**config.mk**
```make
export PLATFORM = sky130hd
export DESIGN_NAME = instruction_encoder
export DESIGN_NICKNAME = d
export VERILOG_FILES = /design/src/rtl/instruction_format_pkg.sv /design/src/rtl/instruction_field_packer.sv /design/src/rtl/instruction_encoder.sv
export SDC_FILE = /design/constraint.sdc
export NUM_CORES = 1
export LEC_CHECK = 0
export ABC_AREA = 1
export CELL_PAD_IN_SITES_DETAIL_PLACEMENT = 1
export CELL_PAD_IN_SITES_GLOBAL_PLACEMENT = 2
export CORE_MARGIN = 2
export CORE_UTILIZATION = 20
export CTS_CLUSTER_SIZE = 28
export DETAILED_ROUTE_END_ITERATION = 16
export PLACE_DENSITY_LB_ADDON = 0.25
export RECOVER_POWER = 100
export SETUP_SLACK_MARGIN = 0.3
export SYNTH_ARGS = -nofsm -noshare
export SYNTH_HDL_FRONTEND = slang
export SYNTH_SLANG_ARGS = --single-unit
```
**constraint.sdc**
```tcl
create_clock -name Clock -period 1.29 [get_ports Clock]
set_input_delay 0.129 -clock Clock [delete_from_list [all_inputs] [get_ports Clock]]
set_output_delay 0.129 -clock Clock [all_outputs]
set_load 0.02 [all_outputs]
```
**src/rtl/instruction_format_pkg.sv**
```systemverilog
// Shared instruction format definitions used by both the encoder and the decoder.
// Holds format codes, the special opcode values and the bit positions of every field.
package instruction_format_pkg;

  typedef enum logic [1:0] {
    FMT_REG  = 2'd0,
    FMT_IMM  = 2'd1,
    FMT_JUMP = 2'd2,
    FMT_BAD  = 2'd3
  } format_e;

  localparam logic [5:0] OP_NONE  = 6'b000000;
  localparam logic [5:0] OP_IMM_A = 6'b100010;
  localparam logic [5:0] OP_IMM_B = 6'b100011;

  localparam int WORD_W      = 32;
  localparam int REG_W       = 5;
  localparam int OPC_W       = 17;
  localparam int FUNC_W      = 6;
  localparam int IMM_W       = 26;
  localparam int SHORT_IMM_W = 16;

  localparam int RSRC1_LSB    = 27;
  localparam int RSRC2_LSB    = 22;
  localparam int RDST_REG_LSB = 17;
  localparam int RDST_IMM_LSB = 22;
  localparam int IMM_LSB      = 6;
  localparam int OPC_LSB      = 0;

  typedef enum logic [1:0] {
    ST_IDLE,
    ST_ACCEPT,
    ST_EMIT,
    ST_DONE
  } enc_state_e;

endpackage

```
**src/rtl/instruction_field_packer.sv**
```systemverilog
// Combinational packer: builds the 32-bit instruction word for the selected format
// and reports whether that format/opcode/immediate combination is encodable.
module instruction_field_packer
  import instruction_format_pkg::*;
(
  input  logic [1:0]        fmt,
  input  logic [REG_W-1:0]  rsrc1,
  input  logic [REG_W-1:0]  rsrc2,
  input  logic [REG_W-1:0]  rdst,
  input  logic [OPC_W-1:0]  op_code,
  input  logic [IMM_W-1:0]  immediate,
  output logic [WORD_W-1:0] word,
  output logic              legal
);

  logic [FUNC_W-1:0] func;

  assign func = op_code[FUNC_W-1:0];

  // Place the fields used by the selected format; all other fields are ignored.
  always_comb begin
    word  = '0;
    legal = 1'b0;
    case (format_e'(fmt))
      FMT_REG: begin
        word[RSRC1_LSB +: REG_W]    = rsrc1;
        word[RSRC2_LSB +: REG_W]    = rsrc2;
        word[RDST_REG_LSB +: REG_W] = rdst;
        word[OPC_LSB +: OPC_W]      = op_code;
        legal = (func == OP_NONE);
      end
      FMT_IMM: begin
        word[RSRC1_LSB +: REG_W]      = rsrc1;
        word[RDST_IMM_LSB +: REG_W]   = rdst;
        word[IMM_LSB +: SHORT_IMM_W]  = immediate[SHORT_IMM_W-1:0];
        word[OPC_LSB +: FUNC_W]       = func;
        legal = ((func == OP_IMM_A) || (func == OP_IMM_B)) &&
                (immediate[IMM_W-1:SHORT_IMM_W] == '0);
      end
      FMT_JUMP: begin
        word[IMM_LSB +: IMM_W]  = immediate;
        word[OPC_LSB +: FUNC_W] = func;
        legal = !((func == OP_NONE) || (func == OP_IMM_A) || (func == OP_IMM_B));
      end
      default: begin
        word  = '0;
        legal = 1'b0;
      end
    endcase
  end

endmodule

```
**src/rtl/instruction_encoder.sv**
```systemverilog
// Burst instruction encoder: accepts instruction fields one at a time, packs them,
// and writes each legal word to consecutive memory addresses with a ready handshake.
module instruction_encoder
  import instruction_format_pkg::*;
(
  input  logic                Clock,
  input  logic                Reset_n,
  input  logic                Start,
  input  logic [7:0]          Base_Address,
  input  logic [7:0]          Word_Count,
  input  logic                In_Valid,
  output logic                In_Ready,
  input  logic [1:0]          In_Format,
  input  logic [REG_W-1:0]    In_Rsrc1,
  input  logic [REG_W-1:0]    In_Rsrc2,
  input  logic [REG_W-1:0]    In_Rdst,
  input  logic [OPC_W-1:0]    In_OP_Code,
  input  logic [IMM_W-1:0]    In_Immediate,
  output logic                Mem_Write_Enable,
  output logic [7:0]          Mem_Address,
  output logic [WORD_W-1:0]   Mem_Data,
  input  logic                Mem_Ready,
  output logic                Busy,
  output logic                Done,
  output logic                ENFR_FLAG
);

  enc_state_e        state;
  logic [7:0]        remaining;
  logic [WORD_W-1:0] packed_word;
  logic              packed_legal;

  instruction_field_packer u_packer (
    .fmt       (In_Format),
    .rsrc1     (In_Rsrc1),
    .rsrc2     (In_Rsrc2),
    .rdst      (In_Rdst),
    .op_code   (In_OP_Code),
    .immediate (In_Immediate),
    .word      (packed_word),
    .legal     (packed_legal)
  );

  // Burst control FSM; every output is a register updated alongside the state.
  always_ff @(posedge Clock or negedge Reset_n) begin
    if (!Reset_n) begin
      state            <= ST_IDLE;
      remaining        <= 8'd0;
      In_Ready         <= 1'b0;
      Mem_Write_Enable <= 1'b0;
      Mem_Address      <= 8'd0;
      Mem_Data         <= '0;
      Busy             <= 1'b0;
      Done             <= 1'b0;
      ENFR_FLAG        <= 1'b0;
    end else begin
      Done <= 1'b0;
      case (state)
        ST_IDLE: begin
          if (Start) begin
            ENFR_FLAG   <= 1'b0;
            Mem_Address <= Base_Address;
            remaining   <= Word_Count;
            if (Word_Count != 8'd0) begin
              state    <= ST_ACCEPT;
              In_Ready <= 1'b1;
              Busy     <= 1'b1;
            end else begin
              state <= ST_DONE;
              Done  <= 1'b1;
            end
          end
        end
        ST_ACCEPT: begin
          if (In_Valid) begin
            if (packed_legal) begin
              Mem_Data         <= packed_word;
              Mem_Write_Enable <= 1'b1;
              In_Ready         <= 1'b0;
              state            <= ST_EMIT;
            end else begin
              ENFR_FLAG <= 1'b1;
            end
          end
        end
        ST_EMIT: begin
          if (Mem_Ready) begin
            Mem_Write_Enable <= 1'b0;
            Mem_Address      <= Mem_Address + 8'd1;
            remaining        <= remaining - 8'd1;
            if (remaining == 8'd1) begin
              state <= ST_DONE;
              Done  <= 1'b1;
              Busy  <= 1'b0;
            end else begin
              state    <= ST_ACCEPT;
              In_Ready <= 1'b1;
            end
          end
        end
        ST_DONE: begin
          state <= ST_IDLE;
        end
        default: begin
          state            <= ST_IDLE;
          In_Ready         <= 1'b0;
          Mem_Write_Enable <= 1'b0;
          Busy             <= 1'b0;
        end
      endcase
    end
  end

endmodule

```
== Word level (Yosys, flattened, before mapping) ==
Cells that the tools add are included.

* Register bits: 55
* Bits in latches: 0
* RAM bits: 0
* ROM bits: 0
* Input port bits: 81
* Word-level logic and storage cells: 86
* Memories: 0

* $add $sub $neg: 2
* $mul: 0
* Divide/modulo/power cells: 0
* Magnitude comparators: 0
* Eq/ne operators: 16
* Shifts and indexed selects: 0
* Multiplexer cells: 38
* Bitwise operators: 0
* Reduce and logical (&&, ||, !) cells: 21

{| class="wikitable"
|+ Operator list
! kind !! number
|-
| one-hot mux 32 bit (3 select lines) || 1
|-
| two-way mux 8 bit || 4
|-
| one-hot mux 8 bit (2 select lines) || 2
|-
| two-way mux 1 bit || 18
|-
| != test 2 bit, second input constant || 8
|-
| equality test 6 bit, second input constant || 2
|-
| two-way mux 2 bit || 6
|-
| AND reduction 4 bit || 3
|-
| logical NOT 10 bit || 1
|-
| adder 8 x 1 -> 8 bit, second input constant || 1
|-
| equality test 8 x 1 -> 1 bit, second input constant || 1
|-
| one-hot mux 1 bit (2 select lines) || 4
|-
| one-hot mux 2 bit (4 select lines) || 1
|-
| nonzero test 8 bit || 1
|-
| subtractor 8 x 1 -> 8 bit, second input constant || 1
|-
| AND reduction 7 bit || 1
|-
| equality test 2 bit, second input constant || 3
|-
| logical NOT 6 bit || 1
|-
| one-hot mux 1 bit (3 select lines) || 2
|-
| AND reduction 3 bit || 2
|-
| nonzero test 2 bit || 3
|-
| AND reduction 5 bit || 1
|-
| equality test 2 x 1 -> 1 bit, second input constant || 2
|-
| logical NOT 2 bit || 2
|-
| other kinds (4) || 6
|}

== Logic depth before layout (Yosys ltp) ==
Gate-level depths: netlist (run 1).

* Depth in word-level cells: 8
* Gate-level depth with buffers: 11
* Mapped depth without buffers: 10

== Modules after synthesis ==
Synthesis (run 1) repeated with hierarchy kept, for this count alone.

* Cells, all modules: 397
* Area total of the unflattened synthesis: 3375.7 um2

{| class="wikitable"
|+ By module, submodules not included
! module !! instances !! cells an instance !! area each (um2) !! seq. area each (um2)
|-
| instruction_encoder || 1 || 279 || 2810.2 || 1376.3
|-
| instruction_field_packer || 1 || 118 || 565.5 || 0.0
|}

== Worst setup path after synthesis (run 1) ==
Ideal clock, no wire load.

* Path kind: register to register
* Start point: register Mem_Address[0]
* End point: register Mem_Address[6]
* Library setup time: 0.083 ns
* Data arrival time: 1.271 ns
* Required time: 1.207 ns
* Setup slack: -0.063 ns
* Cell stages (with the launch flop): 7
* Path buffers: 0
* Period minus slack after synthesis: 1.353 ns
* Path through: dfrtp_1 -> ha_1 -> nand4_1 -> nor2_1 -> xor2_1 -> nor2_1 -> o21ai_0

* Cells in the longest elaborated chain, start to end: 3

{| class="wikitable"
|+ RTL lines
! element !! RTL line !! source
|-
| start, declared || instruction_encoder.sv:20 || <nowiki>output logic [7:0] Mem_Address,</nowiki>
|-
| start signal, assigned || instruction_encoder.sv:62 || <nowiki>Mem_Address <= Base_Address;</nowiki>
|-
| start signal, assigned || instruction_encoder.sv:89 || <nowiki>Mem_Address <= Mem_Address + 8'd1;</nowiki>
|-
| adder 8 x 1 -> 8 bit || instruction_encoder.sv:89 ||
|-
| two-way mux 8 bit || instruction_encoder.sv:87 || <nowiki>if (Mem_Ready) begin</nowiki>
|-
| one-hot mux 8 bit (2 select lines) || instruction_encoder.sv:58 || <nowiki>case (state)</nowiki>
|}

No other way between the ends. The select of a mux whose other input is x is not followed.
A chain may end at the register's enable or synchronous reset.

== Worst setup path after layout (run 1) ==
* Start point: register state[0]
* End point: register Busy

* Cells in the longest elaborated chain, start to end: 3

{| class="wikitable"
|+ RTL lines
! element !! RTL line !! source
|-
| start, declared || instruction_encoder.sv:28 || <nowiki>enc_state_e state;</nowiki>
|-
| start signal, assigned || instruction_encoder.sv:47 || <nowiki>state <= ST_IDLE;</nowiki>
|-
| start signal, assigned || instruction_encoder.sv:65 || <nowiki>state <= ST_ACCEPT;</nowiki>
|-
| start signal, assigned || instruction_encoder.sv:69 || <nowiki>state <= ST_DONE;</nowiki>
|-
| equality test 2 bit or logical NOT 2 bit (tied branches) || instruction_encoder.sv:58 ||
|-
| != test 2 bit (no line) or nonzero test 2 bit (tied branches) || n/a ||
|-
| AND reduction 5 bit (no line) || n/a ||
|-
| end signal, assigned || instruction_encoder.sv:53 || <nowiki>Busy <= 1'b0;</nowiki>
|-
| end signal, assigned || instruction_encoder.sv:67 || <nowiki>Busy <= 1'b1;</nowiki>
|-
| end signal, assigned || instruction_encoder.sv:94 || <nowiki>Busy <= 1'b0;</nowiki>
|-
| end, declared || instruction_encoder.sv:23 || <nowiki>output logic Busy,</nowiki>
|}

Parallel ways exist; a longest one is shown, timed or not.

==> results.toml, run 1 <==
[synth]
ys_seq_area_frac = 0.444
ys_types = 31
syn_nets = 520
syn_inst = 436
synthArstFlopShare = 1.00
synth_warnings = 0
synthFlopType = "dfrtp_1"
yosys_register_bits = 55
synth-edff-count = 0
syn_area_per_cell_sq_um = 7.10
syn-cell-area_sq_um = 3100

[place]
io_buffers = 125
gp_congestion = 0.781
post-place-ws_ns = -0.584
postPlaceCellArea_sq_um = 5040
hpwlAfterDp_um = 9030

[worst_hold_path]
hold_path.class = "in -> reg"

[floorplanning]
die_w_um = 128
top_level_ports = 126
fp.dieH_um = 128
rows = 45
initial_core_util = 0.204
core_sq_um = 15100
die_area_sq_um = 16500

[global_route]
grt_first_pass_wirelength_um = 20400
grt_usage = 0.159
grt_max_degree = 54
grt_pass1_vias = 3911
antenna_found_initial = 0
grt.overflow.total = 0

[route]
post_drt_wl_per_cell_um = 16.0
num_vias = 3736
drc_errors = 0
drt_iter0_drc = 84
drtAntennaViolNets = 0
first_pass_iters = 3
viasPerCell = 4.38
routed_wl_um = 13700

[flow_run]
maxCapViolations = 0

[power_and_ir_drop]
ir_drop_mv = 0.674
power_w = 0.0111
pwr_density_cell_nw_per_um2 = 1840
leakage_nw = 2.88

[worst_setup_path]
crit_family = "buffers and inverters"
crit_chain = "buf_4, nor2_4, buf_4, nand3_2, nor2_4, buf_4, o31ai_4, o31ai_2"
worstSetupEndpointType = "flip-flop"
path_buf_inv = 3
critical_path_class = "reg -> reg"
cp.required_ns = 1.52
critPathSlowestCell = "dfrtp_1"
max_stage_delay_ns = 0.42
start_kind = "flip-flop"
crit_arrival_ns = 1.67
crit_fanout = 4
cpMostUsedCell = "buf_4"

[finish]
nNetsFinal = 748
finish.utilization = 0.397
multiInputGateArea_sq_um = 2010
regArea_sq_um = 1380
drive_gt1_frac = 0.379
antennaDiodeCount = 0
nFillCells = 1817
stdcell_area_sq_um = 6020
syn2layout_area_growth_pct = 94.3

[sta]
tns_ns = -5.43
max_freq_ghz = 0.691
hold_violations = 0
tightest_slew_ns = 0.759
finalClockSkew_ns = 0.00606
final-setup-viol-count = 54
min_period_over_period = 1.12
fin_ws_ns = -0.158
grt_setup_unrepaired = "yes"
slew_headroom = 0.494
period_minus_slack_ns = 1.45
final_max_slew_viol_count = 0

[cts]
clkSinkCount = 55
clock_latency_ns = 0.31
numCtsBuffers = 5
root_buffer = "clkbuf_16"
cts_tree = "built"
clk_path_buf_depth = 2
cts.clk_slew.worst_paths_ns = 0.08
cts-htree-levels = 2

[status]
status = "finished with violations"
violations = "negative setup slack"
==> cells in the mapped netlist, types with 2 or more instances <==
library cell	number	area (sq um)
nor3_1	2	10.0
buf_2	6	30.0
o21ai_0	24	120
buf_6	3	33.8
a22o_1	3	26.3
nor2_1	64	240
inv_2	4	15.0
o31ai_1	2	15.0
nand3_1	35	175
inv_1	27	101
nand4_1	4	25.0
nor2_4	3	33.8
nand3_2	2	20.0
clkbuf_1	5	18.8
or2_2	4	25.0
ha_1	3	37.5
nand2_1	160	601
o22ai_1	3	18.8
a21oi_1	9	45.0
a31oi_1	3	18.8
o211ai_1	6	45.0
dfrtp_1	55	1380
==> where the power goes <==
group / leakage (nW) / internal [W] / switching [W] / total (W)
logic: 2.15 / 0.00301 / 0.00350 / 0.00650
clock network: 0.0658 / 0.000720 / 0.000727 / 0.00145
registers: 0.665 / 0.00250 / 0.000624 / 0.00312
==> routing by layer <==
metal,up-vias,part of all wire,track usage
met3,10,0.064,0.0524
met2,91,0.51,0.273
met5,-,0,0
li1,1846,-,-
met1,1789,0.42,0.194
met4,0,0.012,0.0362
==> cell usage in the layout, fill, tap and decap left out, drive strengths merged, types with 6 or more instances in the layout <==
| cell | n |
|---|---|
| a21oi | 9 |
| buf | 115 |
| clkbuf | 49 |
| clkdlybuf4s15 | 8 |
| clkdlybuf4s50 | 61 |
| clkinv | 6 |
| dfrtp | 55 |
| inv | 31 |
| nand2 | 162 |
| nand3 | 37 |
| nor2 | 68 |
| o211ai | 6 |
| o21ai | 24 |
==> sequential cells by signal, indices dropped and copies added, names as in the netlist <==
signal and count:
Busy 1, state 2, remaining 8, ENFR_FLAG 1, Mem_Write_Enable 1, Mem_Data 32
Mem_Address 8, Done 1, In_Ready 1
==> cell type report <==
type | count | area share
clock buffer | 5 | 0.0208
clock inverter | 3 | 0.00333
inverter | 33 | 0.0266
sequential | 55 | 0.230
tap | 188 | 0.0391
timing repair buffer | 233 | 0.337
multi-input combinational | 333 | 0.333
timing repair inverter | 3 | 0.0104
==> stage by stage <==
stage,hold slack [ns],std cells
after detailed placement,-0.0514,793
after CTS,0.0873,832
after global placement,-0.0554,793
after global routing,0.0934,853
after floorplan,-0.167,436
final,0.0943,853
==> cell families (layout without fill, tap and decap cells) <==
group                    Yosys count  count (layout)  share of synthesized area
AND/OR/NAND/NOR                  277             277                      0.373
flip-flops                        55              55                      0.444
AO/OA/AOI/OAI                     51              51                     0.0958
buffers and inverters             48             277                     0.0695
adder cells (fa/ha/maj)            3               3                     0.0121
XOR/XNOR                           2               2                    0.00566
==> worst reg2reg max path, delay by kind of cell (launching register included) <==
kind	cells	cell delay, ns
flip-flops	1	0.42
AND/OR/NAND/NOR	3	0.38
AO/OA/AOI/OAI	2	0.13
buffers and inverters	3	0.45
==> path summary, 6_finish.rpt <==
kind,startpoint,to,slack [ns],cells past startpoint
min in group asynchronous,Reset_n,remaining[7],0.17,2
max in group asynchronous,Reset_n,Mem_Address[3],0.06,3
worst min-delay path,In_OP_Code[2],Mem_Data[2],0.09,3
worst max register to register,state[0],Busy,-0.16,8
worst min register to register,Mem_Data[11],Mem_Data[11],0.48,2
worst max-delay path,state[0],Busy,-0.16,8
==> repair_timing <==
item | in CTS | in global routing
cloned | 7 | 3
resized for setup | 395 | 99
pin swaps | 17 | 28
endpoints found under the setup margin | 100 | 99
hold buffers | 1 | 0
setup buffers | 23 | 18
endpoints found under the hold margin | 55 | 0
Power figures use the tool's default switching activity.
==> run 2: changes to the inputs <==
--- a/config.mk
+++ b/config.mk
@@ -9,7 +9,7 @@
 export CELL_PAD_IN_SITES_DETAIL_PLACEMENT = 1
 export CELL_PAD_IN_SITES_GLOBAL_PLACEMENT = 2
 export CORE_MARGIN = 2
-export CORE_UTILIZATION = 20
+export CORE_UTILIZATION = 24
 export CTS_CLUSTER_SIZE = 28
 export DETAILED_ROUTE_END_ITERATION = 16
 export PLACE_DENSITY_LB_ADDON = 0.25
==> constraint.sdc (replaced) <==
create_clock -name Clock -period 1.8 [get_ports Clock]
set_input_delay 0.18 -clock Clock [delete_from_list [all_inputs] [get_ports Clock]]
set_output_delay 0.18 -clock Clock [all_outputs]
set_load 0.02 [all_outputs]
==> run 2 against run 1 <==
  * The run now ends clean
  * Flip-flop and latch count did not move
  * Sequential share of layout area up 5.3 points
  * Register-to-register slack better by 0.40 ns
  * Largest cell class is now multi-input combinational cells
  * Cell count is 11% lower
  * Critical path depth shrank 2
  * Via count shrank 10%
  * First-iteration DRC count grew 110%
  * Cell area decreased by 19%
  * Critical endpoint unchanged
  * Clock power decreased by 32%
==> results.toml, run 2 (same netlist as run 1, synthesis figures left out) <==
[sta]
max_freq_ghz = 0.644
grt_setup_unrepaired = "yes"
finalClockSkew_ns = 0.00477
fin_ws_ns = 0.246
period_minus_slack_ns = 1.55
final-setup-viol-count = 0
hold_violations = 0
slew_headroom = 0.458
min_period_over_period = 0.863
final_max_slew_viol_count = 0
tightest_slew_ns = 0.813
tns_ns = 0

[global_route]
antenna_found_initial = 0
grt_max_degree = 56
grt_usage = 0.158
grt.overflow.total = 0
grt_first_pass_wirelength_um = 17500
grt_pass1_vias = 3541

[power_and_ir_drop]
ir_drop_mv = 0.422
leakage_nw = 2.37
pwr_density_cell_nw_per_um2 = 1280
power_w = 0.00624

[route]
dr_wl_met3_um = 697
post_drt_wl_per_cell_um = 14.6
wl_met1_um = 5100
viasPerCell = 4.43
drc_errors = 0
routed.top_layer = "met4"
routed_wl_um = 11100
num_vias = 3347
wl_met2_um = 5170
first_pass_iters = 4
drt_iter0_drc = 178
drtAntennaViolNets = 0

[finish]
antennaDiodeCount = 0
reg.largest.list = "Mem_Data: 32 flops, Mem_Address: 8 flops, remaining: 8 flops"
nNetsFinal = 666
multiInputGateArea_sq_um = 1550
layout_commonest_cell = "nand2_1"
instances_no_fill = 755
regArea_sq_um = 1380
syn2layout_area_growth_pct = 57.3
largest_reg_flops = 32
drive_gt1_frac = 0.110
mostFrequentLayoutCells = "nand2_1, clkdlybuf4s50_1, dfrtp_1, nor2_1, nand3_1"
nFillCells = 1610
largest_register = "Mem_Data"
stdcell_area_sq_um = 4870

[place]
postPlaceCellArea_sq_um = 4680
io_buffers = 125
post-place-ws_ns = -0.138
numPlacedInstances = 739
hpwlAfterDp_um = 8110
gp_congestion = 0.830

[cts]
clock_latency_ns = 0.30
numCtsBuffers = 5
clkSinkCount = 55
cts.clk_slew.worst_paths_ns = 0.07
root_buffer = "clkbuf_16"
cts-htree-levels = 2
clk_path_buf_depth = 2
cts_tree = "built"

[floorplanning]
top_level_ports = 126
core_sq_um = 12600
fp.dieH_um = 118
rows = 41
die_w_um = 118
initial_core_util = 0.245
die_area_sq_um = 13800

[worst_setup_path]
crit_fanout = 10
cp.required_ns = 1.97
crit_arrival_ns = 1.72
worstSetupEndpointType = "flip-flop"
critical_path_class = "reg -> reg"
start_kind = "flip-flop"

[flow_run]
maxCapViolations = 0

[worst_hold_path]
hold_path.class = "in -> reg"

[status]
status = "completed"
-- run 2: layout make-up --
type | count | share of cell area
Clock inverter | 2 | 0.00257
Multi-Input combinational cell | 333 | 0.318
Clock buffer | 6 | 0.0265
Inverter | 33 | 0.0270
Sequential cell | 55 | 0.283
Timing Repair Buffer | 154 | 0.300
Tap cell | 172 | 0.0442
-- run 2: power breakdown --
group          total, W  internal (W)  leakage, nW  switching, W
Combinational   0.00306       0.00122         1.63       0.00184
Sequential      0.00220       0.00178        0.670      0.000422
Clock          0.000981      0.000516       0.0669      0.000465
Total           0.00624       0.00352         2.37       0.00272
-- run 2: per-stage QoR --
step / hold slack [ns] / util
final: 0.226 / 0.386
after global routing: 0.254 / 0.386
after CTS: 0.347 / 0.383
after detailed placement: 0.216 / 0.371
after global placement: 0.215 / 0.371
after floorplan: -0.116 / -
-- run 2: worst paths after layout --
kind                               startpoint            to  slack (ns)  cells after the start
max in group asynchronous             Reset_n   Mem_Data[9]        0.65                      3
worst min register to register   Mem_Data[29]  Mem_Data[29]        0.48                      2
worst max register to register       state[0]          Busy        0.25                      6
worst min-delay path            In_OP_Code[1]   Mem_Data[1]        0.23                      3
worst max-delay path                 state[0]          Busy        0.25                      6
min in group asynchronous             Reset_n  remaining[7]        0.62                      3
-- run 2: repair_timing --
action	in CTS	in global routing
pin swaps	1	9
resized for setup	23	45
buffers inserted	1	4
endpoints found under the setup margin	50	58
hold buffers	1	0
cloned	0	2
endpoints found under the hold margin	55	0
-- run 2: metal layers --
layer | global-route usage | vias to the layer above
met5 | 0 | -
met2 | 0.264 | 84
met3 | 0.0484 | 4
met4 | 0.0429 | 0
met1 | 0.197 | 1584
li1 | - | 1675
-- run 2: worst max-delay path, stage by stage (launching register included) --
cell and delay, ns:
dfrtp_1 0.45, nor2_1 0.23, nand2_1 0.15, nand2_4 0.12, inv_2 0.11, o31ai_1 0.26, o31ai_1 0.11
==> run 3: changes to the inputs <==
--- a/config.mk
+++ b/config.mk
@@ -8,7 +8,7 @@
 export ABC_AREA = 1
 export CELL_PAD_IN_SITES_DETAIL_PLACEMENT = 1
 export CELL_PAD_IN_SITES_GLOBAL_PLACEMENT = 2
-export CORE_MARGIN = 2
+export CORE_MARGIN = 3
 export CORE_UTILIZATION = 24
 export CTS_CLUSTER_SIZE = 28
 export DETAILED_ROUTE_END_ITERATION = 16
==> constraint.sdc (replaced) <==
create_clock -name Clock -period 1.8 [get_ports Clock]
set_input_delay 0.36 -clock Clock [delete_from_list [all_inputs] [get_ports Clock]]
set_output_delay 0.36 -clock Clock [all_outputs]
set_load 0.02 [all_outputs]
==> run 3 against run 2 <==
  * Clock power increased by 17%
  * Worst setup slack improved by 0.012 ns
  * Via count increased by 1.6%
  * Critical endpoint is now state[1]
  * Largest power group unchanged
  * Highest routed layer unchanged
==> results.toml, run 3 (same netlist as run 1, synthesis figures left out) <==
[global_route]
grt_pass1_vias = 3627
grt_first_pass_wirelength_um = 18700
antenna_found_initial = 0
grt_max_degree = 56
grt.overflow.total = 0
grt_usage = 0.161

[sta]
final-setup-viol-count = 0
finalClockSkew_ns = 0.00356
max_freq_ghz = 0.649
hold_violations = 0
min_period_over_period = 0.856
fin_ws_ns = 0.258
period_minus_slack_ns = 1.54
final_max_slew_viol_count = 0
slew_headroom = 0.796
tightest_slew_ns = 0.303
grt_setup_unrepaired = "yes"

[place]
postPlaceCellArea_sq_um = 4780
post-place-ws_ns = -0.291
io_buffers = 125
hpwlAfterDp_um = 8740
numPlacedInstances = 746
gp_congestion = 0.779

[route]
routed_wl_um = 11500
dr_wl_met3_um = 806
routed.top_layer = "met4"
num_vias = 3402
drtAntennaViolNets = 0
viasPerCell = 4.46
first_pass_iters = 4
wl_met1_um = 5160
drc_errors = 0
post_drt_wl_per_cell_um = 15.1
wl_met2_um = 5490
drt_iter0_drc = 92

[cts]
clkSinkCount = 55
cts-htree-levels = 2
cts_tree = "built"
postCtsHoldBufs = 0
clock_latency_ns = 0.29
root_buffer = "clkbuf_16"
clk_path_buf_depth = 2
cts.clk_slew.worst_paths_ns = 0.07
numCtsBuffers = 5

[flow_run]
maxCapViolations = 0

[floorplanning]
core_sq_um = 12300
fp.dieH_um = 120
rows = 40
die_w_um = 120
die_area_sq_um = 14300
top_level_ports = 126
initial_core_util = 0.252

[worst_setup_path]
crit_fanout = 6
cp.required_ns = 1.97
crit_arrival_ns = 1.71
worstSetupEndpointType = "flip-flop"
critical_path_class = "reg -> reg"
start_kind = "flip-flop"

[status]
status = "completed"

[power_and_ir_drop]
leakage_nw = 2.53
pwr_density_cell_nw_per_um2 = 1300
ir_drop_mv = 0.372

[finish]
nFillCells = 1535
reg.largest.list = "Mem_Data: 32 flops, Mem_Address: 8 flops, remaining: 8 flops"
multiInputGateArea_sq_um = 1600
stdcell_area_sq_um = 5120
drive_gt1_frac = 0.171
regArea_sq_um = 1380
largest_reg_flops = 32
antennaDiodeCount = 0
instances_no_fill = 763
nNetsFinal = 678
layout_commonest_cell = "nand2_1"
mostFrequentLayoutCells = "nand2_1, clkdlybuf4s50_1, dfrtp_1"
syn2layout_area_growth_pct = 65.5
largest_register = "Mem_Data"

[worst_hold_path]
hold_path.class = "in -> async"
-- run 3: cell count changes in the layout (fill, tap and decap cells not counted), sizes merged --
| cell | change |
|---|---|
| bufinv | +1 |
| clkdlybuf4s50 | -9 |
| clkbuf | -7 |
| clkdlybuf4s15 | +5 |
| dlymetal6s2s | -5 |
| buf | +11 |
| clkinvlp | -1 |
| dlygate4sd2 | +34 |
| dlygate4sd3 | -17 |
-- run 3: worst max-delay path, cell delays in order, from the launching register on --
cell and delay (ns):
dfrtp_1 0.49, inv_2 0.08, nor2_4 0.16, inv_1 0.08
or2_2 0.30, o21ai_2 0.06, nor2_1 0.08, nand2_1 0.09
o21ai_0 0.09
-- run 3: area by class of cell --
cell class,count,share of cell area
Multi-Input combinational cell,333,0.312
Clock buffer,6,0.0271
Inverter,33,0.0261
Tap cell,168,0.0410
Clock inverter,2,0.00684
Timing Repair Buffer,166,0.318
Sequential cell,55,0.269
-- run 3: worst paths after layout --
check,cells past startpoint,startpoint,endpoint,slack [ns]
worst max-delay path,8,state[1],state[1],0.26
worst min-delay path,2,Reset_n,Mem_Data[30],0.11
worst max register to register,8,state[1],state[1],0.26
worst min register to register,2,Mem_Data[23],Mem_Data[23],0.48
max in group asynchronous,2,Reset_n,state[0],1.42
min in group Clock,3,In_OP_Code[3],Mem_Data[3],0.36
-- run 3: per-stage QoR --
| step | utilization | hold slack [ns] | power, W | TNS [ns] |
|---|---|---|---|---|
| floorplan | - | 0.0644 | 0.00389 | 0 |
| global placement | 0.388 | 0.394 | 0.00555 | -6.58 |
| detailed placement | 0.388 | 0.394 | 0.00563 | -8.27 |
| CTS | 0.407 | 0.0783 | 0.00656 | 0 |
| global route | 0.416 | 0.142 | 0.00720 | 0 |
| finish | 0.416 | 0.106 | 0.00664 | 0 |
-- run 3: per-layer routing --
metal  up-vias  GRT usage
met5         -          0
met4         0     0.0301
met3         6     0.0523
met2        79      0.274
met1      1616      0.200
li1       1701          -
-- run 3: where the power goes --
group | switching [W] | leakage [nW] | internal (W) | total [W]
clock network | 0.000460 | 0.0868 | 0.000693 | 0.00115
registers | 0.000431 | 0.669 | 0.00178 | 0.00221
logic | 0.00193 | 1.77 | 0.00134 | 0.00327
total | 0.00282 | 2.53 | 0.00382 | 0.00664
-- run 3: timing repair --
item                                    in CTS  in global routing
setup buffers                                2                  3
cloned                                       2                  2
pin swaps                                   10                 19
gates resized for setup                     89                 60
endpoints found under the setup margin      85                 44
